**src/rtl/tile_row_buffer.sv**
```systemverilog
// Packs a tile reader word stream row-major into a ROWS x COLS ping-pong buffer and presents finished tiles one row per handshake.
// A committed tile is visible 1 cycle after COMMIT. The writer stalls the tile reader while both banks are full; rows hold stable until accepted.
module tile_row_buffer #(
   parameter int ADDR_WIDTH = 8,
   parameter int DATA_WIDTH = 8,
   parameter int ROWS       = 4,
   parameter int COLS       = 4
) (
   input  logic                          i_clk,
   input  logic                          i_nrst,
   input  logic                          i_en,
   input  logic                          i_reg_clear,
   input  logic [ADDR_WIDTH-1:0]         i_base_addr,
   input  logic [ADDR_WIDTH-1:0]         i_row_len,
   input  logic [ADDR_WIDTH-1:0]         i_addr,
   input  logic [DATA_WIDTH-1:0]         i_data,
   input  logic                          i_data_valid,
   input  logic                          i_read_done,
   output logic                          o_reader_en,
   output logic                          o_reader_clear,
   output logic [COLS*DATA_WIDTH-1:0]    o_row_data,
   output logic [$clog2(ROWS)-1:0]       o_row_idx,
   output logic                          o_row_valid,
   input  logic                          i_row_ready,
   output logic                          o_row_last,
   output logic                          o_overflow,
   output logic                          o_addr_err
);

   localparam int CW  = (COLS > 1) ? $clog2(COLS) : 1;
   localparam int RCW = $clog2(ROWS + 1);
   localparam int RIW = $clog2(ROWS);

   typedef enum logic [2:0] {
      S_IDLE,
      S_FILL,
      S_DRAIN,
      S_COMMIT,
      S_STALL
   } state_t;

   state_t                                            r_state;
   logic [ROWS-1:0][COLS-1:0][DATA_WIDTH-1:0]         r_bank [2];
   logic [1:0]                                        r_full;
   logic                                              r_wr_bank;
   logic                                              r_rd_bank;
   logic [RCW-1:0]                                    r_row_cnt;
   logic [CW-1:0]                                     r_col_cnt;
   logic [ADDR_WIDTH-1:0]                             r_word_cnt;
   logic [RIW-1:0]                                    r_rd_row;
   logic                                              r_release;
   logic                                              r_reader_en;
   logic                                              r_reader_clear;
   logic                                              r_overflow;
   logic                                              r_addr_err;
   logic [COLS*DATA_WIDTH-1:0]                        r_row_data;

   logic [ADDR_WIDTH-1:0]                             w_eff_len;
   logic                                              w_col_last;
   logic                                              w_accept;
   logic                                              w_room;
   logic                                              w_commit;
   logic                                              w_hs;
   logic                                              w_hs_last;
   logic                                              w_other_bank;
   logic [1:0]                                        w_full_nxt;
   logic                                              w_rd_bank_nxt;
   logic [RIW-1:0]                                    w_rd_row_nxt;
   logic [COLS*DATA_WIDTH-1:0]                        w_row_sel;

   // Out-of-range row lengths fall back to a full PE-array row.
   always_comb begin
      w_eff_len = i_row_len;
      if (i_row_len == '0 || i_row_len > ADDR_WIDTH'(COLS)) begin
         w_eff_len = ADDR_WIDTH'(COLS);
      end
   end

   assign w_col_last   = (ADDR_WIDTH'(r_col_cnt) == w_eff_len - ADDR_WIDTH'(1));
   assign w_accept     = i_data_valid && (r_state == S_FILL || r_state == S_DRAIN);
   assign w_room       = (r_row_cnt < RCW'(ROWS));
   assign w_commit     = (r_state == S_COMMIT);
   assign w_other_bank = ~r_wr_bank;
   assign w_hs         = r_full[r_rd_bank] & i_row_ready;
   assign w_hs_last    = w_hs && (r_rd_row == RIW'(ROWS - 1));

   always_comb begin
      w_full_nxt = r_full;
      if (w_commit) begin
         w_full_nxt[r_wr_bank] = 1'b1;
      end
      if (w_hs_last) begin
         w_full_nxt[r_rd_bank] = 1'b0;
      end
   end

   assign w_rd_bank_nxt = w_hs_last ? ~r_rd_bank : r_rd_bank;
   assign w_rd_row_nxt  = w_hs_last ? '0 : (w_hs ? r_rd_row + RIW'(1) : r_rd_row);
   assign w_row_sel     = r_bank[w_rd_bank_nxt][w_rd_row_nxt];

   // Writer FSM; reader enable/clear are registered alongside the state.
   always_ff @(posedge i_clk or negedge i_nrst) begin
      if (!i_nrst) begin
         r_state        <= S_IDLE;
         r_bank[0]      <= '0;
         r_bank[1]      <= '0;
         r_wr_bank      <= 1'b0;
         r_row_cnt      <= '0;
         r_col_cnt      <= '0;
         r_word_cnt     <= '0;
         r_release      <= 1'b0;
         r_reader_en    <= 1'b0;
         r_reader_clear <= 1'b0;
         r_overflow     <= 1'b0;
         r_addr_err     <= 1'b0;
      end else if (i_reg_clear) begin
         r_state        <= S_IDLE;
         r_bank[0]      <= '0;
         r_bank[1]      <= '0;
         r_wr_bank      <= 1'b0;
         r_row_cnt      <= '0;
         r_col_cnt      <= '0;
         r_word_cnt     <= '0;
         r_release      <= 1'b0;
         r_reader_en    <= 1'b0;
         r_reader_clear <= 1'b0;
         r_overflow     <= 1'b0;
         r_addr_err     <= 1'b0;
      end else begin
         r_reader_clear <= 1'b0;
         case (r_state)
            S_IDLE: begin
               if (i_en && !r_full[r_wr_bank]) begin
                  r_state           <= S_FILL;
                  r_reader_en       <= 1'b1;
                  r_bank[r_wr_bank] <= '0;
               end
            end
            S_FILL: begin
               if (i_read_done) begin
                  r_state     <= S_DRAIN;
                  r_reader_en <= 1'b0;
               end
            end
            S_DRAIN: begin
               r_state        <= S_COMMIT;
               r_reader_clear <= 1'b1;
            end
            S_COMMIT: begin
               r_row_cnt  <= '0;
               r_col_cnt  <= '0;
               r_word_cnt <= '0;
               r_wr_bank  <= w_other_bank;
               if (!r_full[w_other_bank] && i_en) begin
                  r_state              <= S_FILL;
                  r_reader_en          <= 1'b1;
                  r_bank[w_other_bank] <= '0;
               end else if (r_full[w_other_bank]) begin
                  r_state   <= S_STALL;
                  r_release <= 1'b0;
               end else begin
                  r_state <= S_IDLE;
               end
            end
            S_STALL: begin
               // Full flag must read clear for one cycle before the reader restarts.
               if (r_release) begin
                  r_state           <= S_FILL;
                  r_reader_en       <= 1'b1;
                  r_release         <= 1'b0;
                  r_bank[r_wr_bank] <= '0;
               end else begin
                  r_release <= ~r_full[r_wr_bank];
               end
            end
            default: begin
               r_state     <= S_IDLE;
               r_reader_en <= 1'b0;
            end
         endcase

         if (w_accept) begin
            r_word_cnt <= r_word_cnt + ADDR_WIDTH'(1);
            if (i_addr != i_base_addr + r_word_cnt) begin
               r_addr_err <= 1'b1;
            end
            if (w_room) begin
               r_bank[r_wr_bank][r_row_cnt[RIW-1:0]][r_col_cnt] <= i_data;
               if (w_col_last) begin
                  r_col_cnt <= '0;
                  r_row_cnt <= r_row_cnt + RCW'(1);
               end else begin
                  r_col_cnt <= r_col_cnt + CW'(1);
               end
            end else begin
               r_overflow <= 1'b1;
            end
         end
      end
   end

   // Reader side: full flags, read pointer and the registered row output.
   always_ff @(posedge i_clk or negedge i_nrst) begin
      if (!i_nrst) begin
         r_full     <= '0;
         r_rd_bank  <= 1'b0;
         r_rd_row   <= '0;
         r_row_data <= '0;
      end else if (i_reg_clear) begin
         r_full     <= '0;
         r_rd_bank  <= 1'b0;
         r_rd_row   <= '0;
         r_row_data <= '0;
      end else begin
         r_full     <= w_full_nxt;
         r_rd_bank  <= w_rd_bank_nxt;
         r_rd_row   <= w_rd_row_nxt;
         r_row_data <= w_full_nxt[w_rd_bank_nxt] ? w_row_sel : '0;
      end
   end

   assign o_reader_en    = r_reader_en;
   assign o_reader_clear = r_reader_clear;
   assign o_row_data     = r_row_data;
   assign o_row_idx      = r_rd_row;
   assign o_row_valid    = r_full[r_rd_bank];
   assign o_row_last     = (r_rd_row == RIW'(ROWS - 1));
   assign o_overflow     = r_overflow;
   assign o_addr_err     = r_addr_err;

endmodule
```
**config.mk**
```make
export PLATFORM = sky130hd
export DESIGN_NAME = tile_row_buffer
export DESIGN_NICKNAME = d
export VERILOG_FILES = /design/src/rtl/tile_row_buffer.sv
export SDC_FILE = /design/constraint.sdc
export NUM_CORES = 1
export LEC_CHECK = 0
export ABC_AREA = 1
export CORE_MARGIN = 2
export CORE_UTILIZATION = 38
export DETAILED_ROUTE_END_ITERATION = 8
export PLACE_DENSITY = 0.52
export SYNTH_ARGS = -nofsm -noshare
export SYNTH_HDL_FRONTEND = slang
export SYNTH_SLANG_ARGS = --single-unit
```
**constraint.sdc**
```tcl
create_clock -name i_clk -period 2 [get_ports i_clk]
set_input_delay 0.4 -clock i_clk [delete_from_list [all_inputs] [get_ports i_clk]]
set_output_delay 0.4 -clock i_clk [all_outputs]
set_load 0.02 [all_outputs]
```
* After elaboration in Yosys (flattened, before gate mapping)
Cells that the tools add are included.
** Cells by class
- Add/subtract/negate cells :: 6
- $lt $le $gt $ge :: 18
- Equality and inequality tests :: 15
- Muxes and demuxes :: 88
- Bitwise logic cells :: 14
- Reductions and logical operators :: 26
** Operator list (count)
- two-way mux 256 bit :: 7
- two-way mux 128 bit :: 6
- case mux 256 bit (3 select lines) :: 1
- AND 256 bit :: 2
- inverter 256 bit :: 2
- demux 128 bit (select 1 bit) :: 3
- bitwise mux 256 bit :: 1
- two-way mux 32 bit :: 4
- binary-select mux 32 bit (select 2 bit) :: 1
- demux 32 bit (select 2 bit) :: 1
- two-way mux 8 bit :: 5
- two-way mux 3 bit :: 11
- two-way mux 1 bit :: 31
- two-way mux 2 bit :: 11
- demux 8 bit (select 2 bit) :: 1
- case mux 3 bit (5 select lines) :: 1
- inequality test 3 bit, second input constant :: 4
- logical AND 1 bit :: 10
- < comparator 2 x 3 -> 1 bit, second input constant :: 3
- adder 8 x 1 -> 8 bit, second input constant :: 1
- adder 8 bit :: 1
- equality test 2 x 8 -> 1 bit :: 1
- > comparator 8 x 3 -> 1 bit, second input constant :: 1
- logical NOT 8 bit :: 1
- 33 further kinds :: 57
** Word-level totals
- Bits in registers :: 315
- Bits of input ports :: 39
- Output and inout port bits :: 40
- Word-level logic and storage cells :: 213

* Depth between registers and ports, before layout
- Word-level depth :: 15
- Depth in mapped cells :: 14
- Depth with buffers taken out :: 14

* Least setup slack after synthesis
Ideal clock, no wire load.
- Path kind :: reg-to-reg
- From :: reg r_rd_row[1] (netlist: o_row_idx[1])
- To :: reg r_row_data[25] (netlist: o_row_data[25])
- Setup time :: 0.117 ns
- Arrival time :: 1.878 ns
- Required time :: 1.883 ns
- Setup slack :: 0.005 ns
- Cell stages (with the launch flop) :: 13
- Path buffers :: 2
- Period minus slack after synthesis :: 1.995 ns
- Cells stage by stage :: dfrtp_1 -> ha_1 -> nand3_2 -> nand2_2 -> nand2_2 -> inv_2 -> buf_4 -> buf_2 -> nand2_1 -> nand3_1 -> nand2_1 -> nor2_1 -> nor2_1
** Between the ends
- Cells in the longest elaborated chain, start to end :: 11
- Elaborated cells between the ends (all ways) :: 17
- Classes of those cells :: add/sub (1); eq/ne (1); mux (13); bitwise (1); reduce/logical (1)
** Ends and longest elaborated chain
- start, declared :: RTL line 50 : logic [RIW-1:0] r_rd_row;
- start signal, assigned :: RTL line 217 : r_rd_row <= w_rd_row_nxt;
- equality test 2 bit *
- named net o_row_last :: RTL line 25 : output logic o_row_last,
- logical AND 1 bit * :: RTL line 85 : assign w_hs_last = w_hs && (r_rd_row == RIW'(ROWS - 1));
- two-way mux 1 bit :: RTL line 97 : assign w_rd_bank_nxt = w_hs_last ? ~r_rd_bank : r_rd_bank;
- inverter 1 -> 2 bit (implied by the code) :: RTL line 99 : assign w_row_sel = r_bank[w_rd_bank_nxt][w_rd_row_nxt];
- two-way mux 128 bit (implied by the code) (3 in a row) :: RTL line 99
- binary-select mux 32 bit (select 2 bit) :: RTL line 99
- two-way mux 32 bit (implied by the code) :: RTL line 99
- two-way mux 32 bit * :: RTL line 218 : r_row_data <= w_full_nxt[w_rd_bank_nxt] ? w_row_sel : '0;
- two-way mux 32 bit * :: RTL line 209 : end else if (i_reg_clear) begin
- end signal, assigned :: RTL line 218
- end, declared :: RTL line 56 : logic [COLS*DATA_WIDTH-1:0] r_row_data;
The timed path passes the listed nets; every way through them passes the cells marked *. The select of a mux whose other input is x is not followed.
A chain may end at the register's enable or synchronous reset.

* Final worst setup path
- From :: reg r_rd_bank
- To :: reg r_row_data[29] (netlist: o_row_data[29])
** Between the ends
- Cells in the longest elaborated chain, start to end :: 13
- Elaborated cells between the ends (all ways) :: 26
- Classes of those cells :: order compare (2); mux (17); bitwise (5); reduce/logical (2)
** Ends and longest elaborated chain
- start, declared :: RTL line 46 : logic r_rd_bank;
- start signal, assigned :: RTL line 216 : r_rd_bank <= w_rd_bank_nxt;
- two-way mux 1 bit (implied by the code) (2 in a row) :: RTL line 84 : assign w_hs = r_full[r_rd_bank] & i_row_ready;
- AND 1 bit :: RTL line 84
- logical AND 1 bit :: RTL line 85
- two-way mux 1 bit :: RTL line 97
- inverter 1 -> 2 bit (implied by the code) :: RTL line 99
- two-way mux 128 bit (implied by the code) (3 in a row) :: RTL line 99
- binary-select mux 32 bit (select 2 bit) :: RTL line 99
- two-way mux 32 bit (implied by the code) :: RTL line 99
- two-way mux 32 bit * :: RTL line 218
- two-way mux 32 bit * :: RTL line 209
Mark *: on every way between the ends. The rest lies on a longest branch, timed or not. The select of a mux whose other input is x is not followed.

==> metrics.yaml <==
die:
  die_area_um2: 46500
  die_h_um: 216
  die_w_um: 216
  initial_utilization: 0.385
  io-pin-count: 79
  rows: 77
  core-area_um2: 44200
routing:
  viasPerCell: 5.25
  routedWlPerCell_um: 19.1
  drc: 0
  routed-via-count: 16200
  drt-total-wl_um: 59000
  drt_first_iter_violations: 1361
  antenna_left: 0
  drt-pass1-iter-count: 5
timing:
  min_period_over_period: 1.02
  fin_ws_ns: -0.0356
  fmax_mhz: 491
  finalHoldViolations: 0
  slew_viol_final: 0
  min_period_ns: 2.04
  clock_skew_ns: 0.0127
  rsz0062_at_grt: "yes"
  holdWs_ns: 0.373
  max-slew-margin-rel: 0.687
  worstMarginPinSlew_ns: 0.470
  setup_viol: 14
pwr:
  vdd_drop_max_v: 0.000772
  power.density_nw_per_um2: 895
  p_leak_nw: 10.7
worst_setup_path:
  crit_required_ns: 2.48
  cp_max_fo: 6
  critPathCaptureType: "flop"
  rrSetupSlack_ns: -0.04
  worstPathArrival_ns: 2.51
  path_class: "flop to flop"
  critPathLaunchType: "flop"
place:
  placed_area_um2: 19500
  dp.cells: 2985
  place_congestion: 0.803
  place_hpwl_um: 34600
  portBuffers: 78
  pre_cts_slack_ns: -0.417
finish:
  drive_above_1_share: 0.155
  multiInputGateArea_um2: 7930
  area_growth_pct: 28.9
  num_antenna_cells: 0
  fillCellCount: 4342
  fin_area_um2: 21900
  regArea_um2: 7890
  nets: 2528
  layout.cells.non_filler: 3090
logic_synthesis:
  synth_enable_flop_cells: 0
  yosysWarnings: 0
  synthArstFlopShare: 1.00
  ys_types: 38
  syn_nets: 2381
  synthFlopType: "dfrtp_1"
  synthCells: 2323
  syn-cell-area_um2: 17000
  syn_avg_cell_area_um2: 7.32
  ys_seq_area_frac: 0.464
  synth_seq_cells: 315
grt:
  track_usage: 0.240
  grt_pass1_vias: 15800
  grt.overflow.total: 0
  antenna_found_initial: 2
  grt_max_degree: 54
  grt_pass1_wl_um: 88500
outcome:
  status: "complete, but fails checks"
  violations: "negative setup slack"
clock_tree:
  htree_levels: 2
  path_clk_slew_ns: 0.06
  cts_tree: "yes"
  numCtsBuffers: 39
  clock_path_buffers: 3
  root_buffer: "clkbuf_16"
  cts.sinks: 315
  worstSkewPairLatency_ns: 0.56
min_path:
  hp-class: "primary input to async pin"
job:
  max_cap_violations: 0
sequential cells by signal, summed over array words and instances, names as in the netlist, 2 cells and up:
register	flops
r_col_cnt	2
r_bank	256
r_word_cnt	8
o_row_idx	2
r_full	2
r_state	3
o_row_data	32
r_row_cnt	3
path summary, 6_finish.rpt:
check / start / endpoint / cells after the start
max in group asynchronous: i_nrst / r_bank[7] / 3
min reg2reg: o_addr_err / o_addr_err / 2
max reg2reg: r_rd_bank / o_row_data[29] / 11
max: r_rd_bank / o_row_data[29] / 11
min in group i_clk: o_addr_err / o_addr_err / 2
min: i_nrst / r_bank[202] / 2
synthesized netlist by cell type (2+ instances only):
| cell | count | area share |
|---|---|---|
| nand3_1 | 153 | 0.045 |
| nand2_1 | 396 | 0.087 |
| nor2_1 | 359 | 0.079 |
| xnor2_1 | 5 | 0.0026 |
| clkbuf_1 | 71 | 0.016 |
| o21ai_1 | 8 | 0.0024 |
| buf_2 | 67 | 0.020 |
| o21ai_0 | 298 | 0.088 |
| o31ai_1 | 5 | 0.0022 |
| xor2_1 | 6 | 0.0031 |
| o22ai_1 | 5 | 0.0018 |
| inv_2 | 21 | 0.0046 |
| nor3_4 | 2 | 0.0019 |
| nand2_2 | 17 | 0.0063 |
| buf_4 | 2 | 0.00088 |
| nor2_4 | 3 | 0.0020 |
| inv_1 | 246 | 0.054 |
| dfrtp_1 | 315 | 0.46 |
| nand4_1 | 10 | 0.0037 |
| nand3b_1 | 32 | 0.014 |
| a21oi_1 | 263 | 0.077 |
| buf_6 | 4 | 0.0026 |
| nor3_1 | 3 | 0.00088 |
| ha_1 | 18 | 0.013 |
kinds of logic after synthesis:
family / Yosys count / share of synthesized area
simple gates: 981 / 0.243
compound gates: 584 / 0.175
buf+inv: 413 / 0.0983
flops: 315 / 0.464
fa+ha+maj: 19 / 0.0144
xor+xnor: 11 / 0.00566
where the power goes:
| group | internal, W | total (W) | leakage, nW | switching [W] |
|---|---|---|---|---|
| logic | 0.00207 | 0.00578 | 5.63 | 0.00371 |
| clock network | 0.00432 | 0.00719 | 0.645 | 0.00287 |
| registers | 0.00654 | 0.00665 | 4.39 | 0.000116 |
| total | 0.0129 | 0.0196 | 10.7 | 0.00669 |
repair_timing:
item / CTS / global route
setup buffers: 1 / 18
pin swaps: 1 / 46
endpoints found under the setup margin: 50 / 277
gates resized for setup: 30 / 244
endpoints found under the hold margin: 39 / 0
hold buffers: 1 / 0
cloned: 0 / 17
cell type report:
class,instances,area share
flip-flops and latches,315,0.360
multi-input cells,1595,0.362
well taps,592,0.0338
repair buffers,251,0.136
inverters,268,0.0493
clock buffers,56,0.0535
clock inverters,13,0.00537
worst max-delay path, stage by stage (launching register included):
cell and delay (ns):
dfrtp_2 0.44, o21ai_4 0.23, nand3_2 0.12, nand2_2 0.12, nand2_4 0.12, inv_8 0.12
nor2_4 0.05, nor3_4 0.22, buf_12 0.19, clkbuf_16 0.18, nand2_1 0.05, nor2_1 0.10
metrics by stage:
step | total power, W | TNS [ns] | utilization
floorplan | 0.00934 | 0 | -
global placement | 0.0113 | -28.62 | 0.441
detailed placement | 0.0113 | -33.44 | 0.441
CTS | 0.0186 | 0 | 0.471
global route | 0.0204 | -3.99 | 0.496
finish | 0.0196 | -0.171 | 0.496
routing by layer:
layer	vias up	track usage	share of wire
met5	-	0	0
met4	0	0.0582	0.020
met3	77	0.0419	0.062
met2	486	0.385	0.46
met1	7884	0.338	0.46
li1	7783	-	-
cells in the final DEF (no fill, tap or decap), types with 15 or more instances in the layout:
master | netlist | layout
o21ai_1 | 8 | 80
dfrtp_1 | 315 | 312
a21oi_1 | 263 | 253
nor2_2 | 0 | 21
buf_6 | 4 | 15
nand3_1 | 153 | 144
buf_4 | 2 | 92
ha_1 | 18 | 16
nand2_1 | 396 | 367
inv_1 | 246 | 235
nand2_4 | 0 | 23
o21ai_0 | 298 | 223
clkbuf_16 | 0 | 53
nand2_2 | 17 | 22
nor2_1 | 359 | 329
buf_12 | 0 | 50
nand3b_1 | 32 | 32
clkdlybuf4s50_1 | 0 | 63
Note: power is estimated with default switching activity, not from simulation.
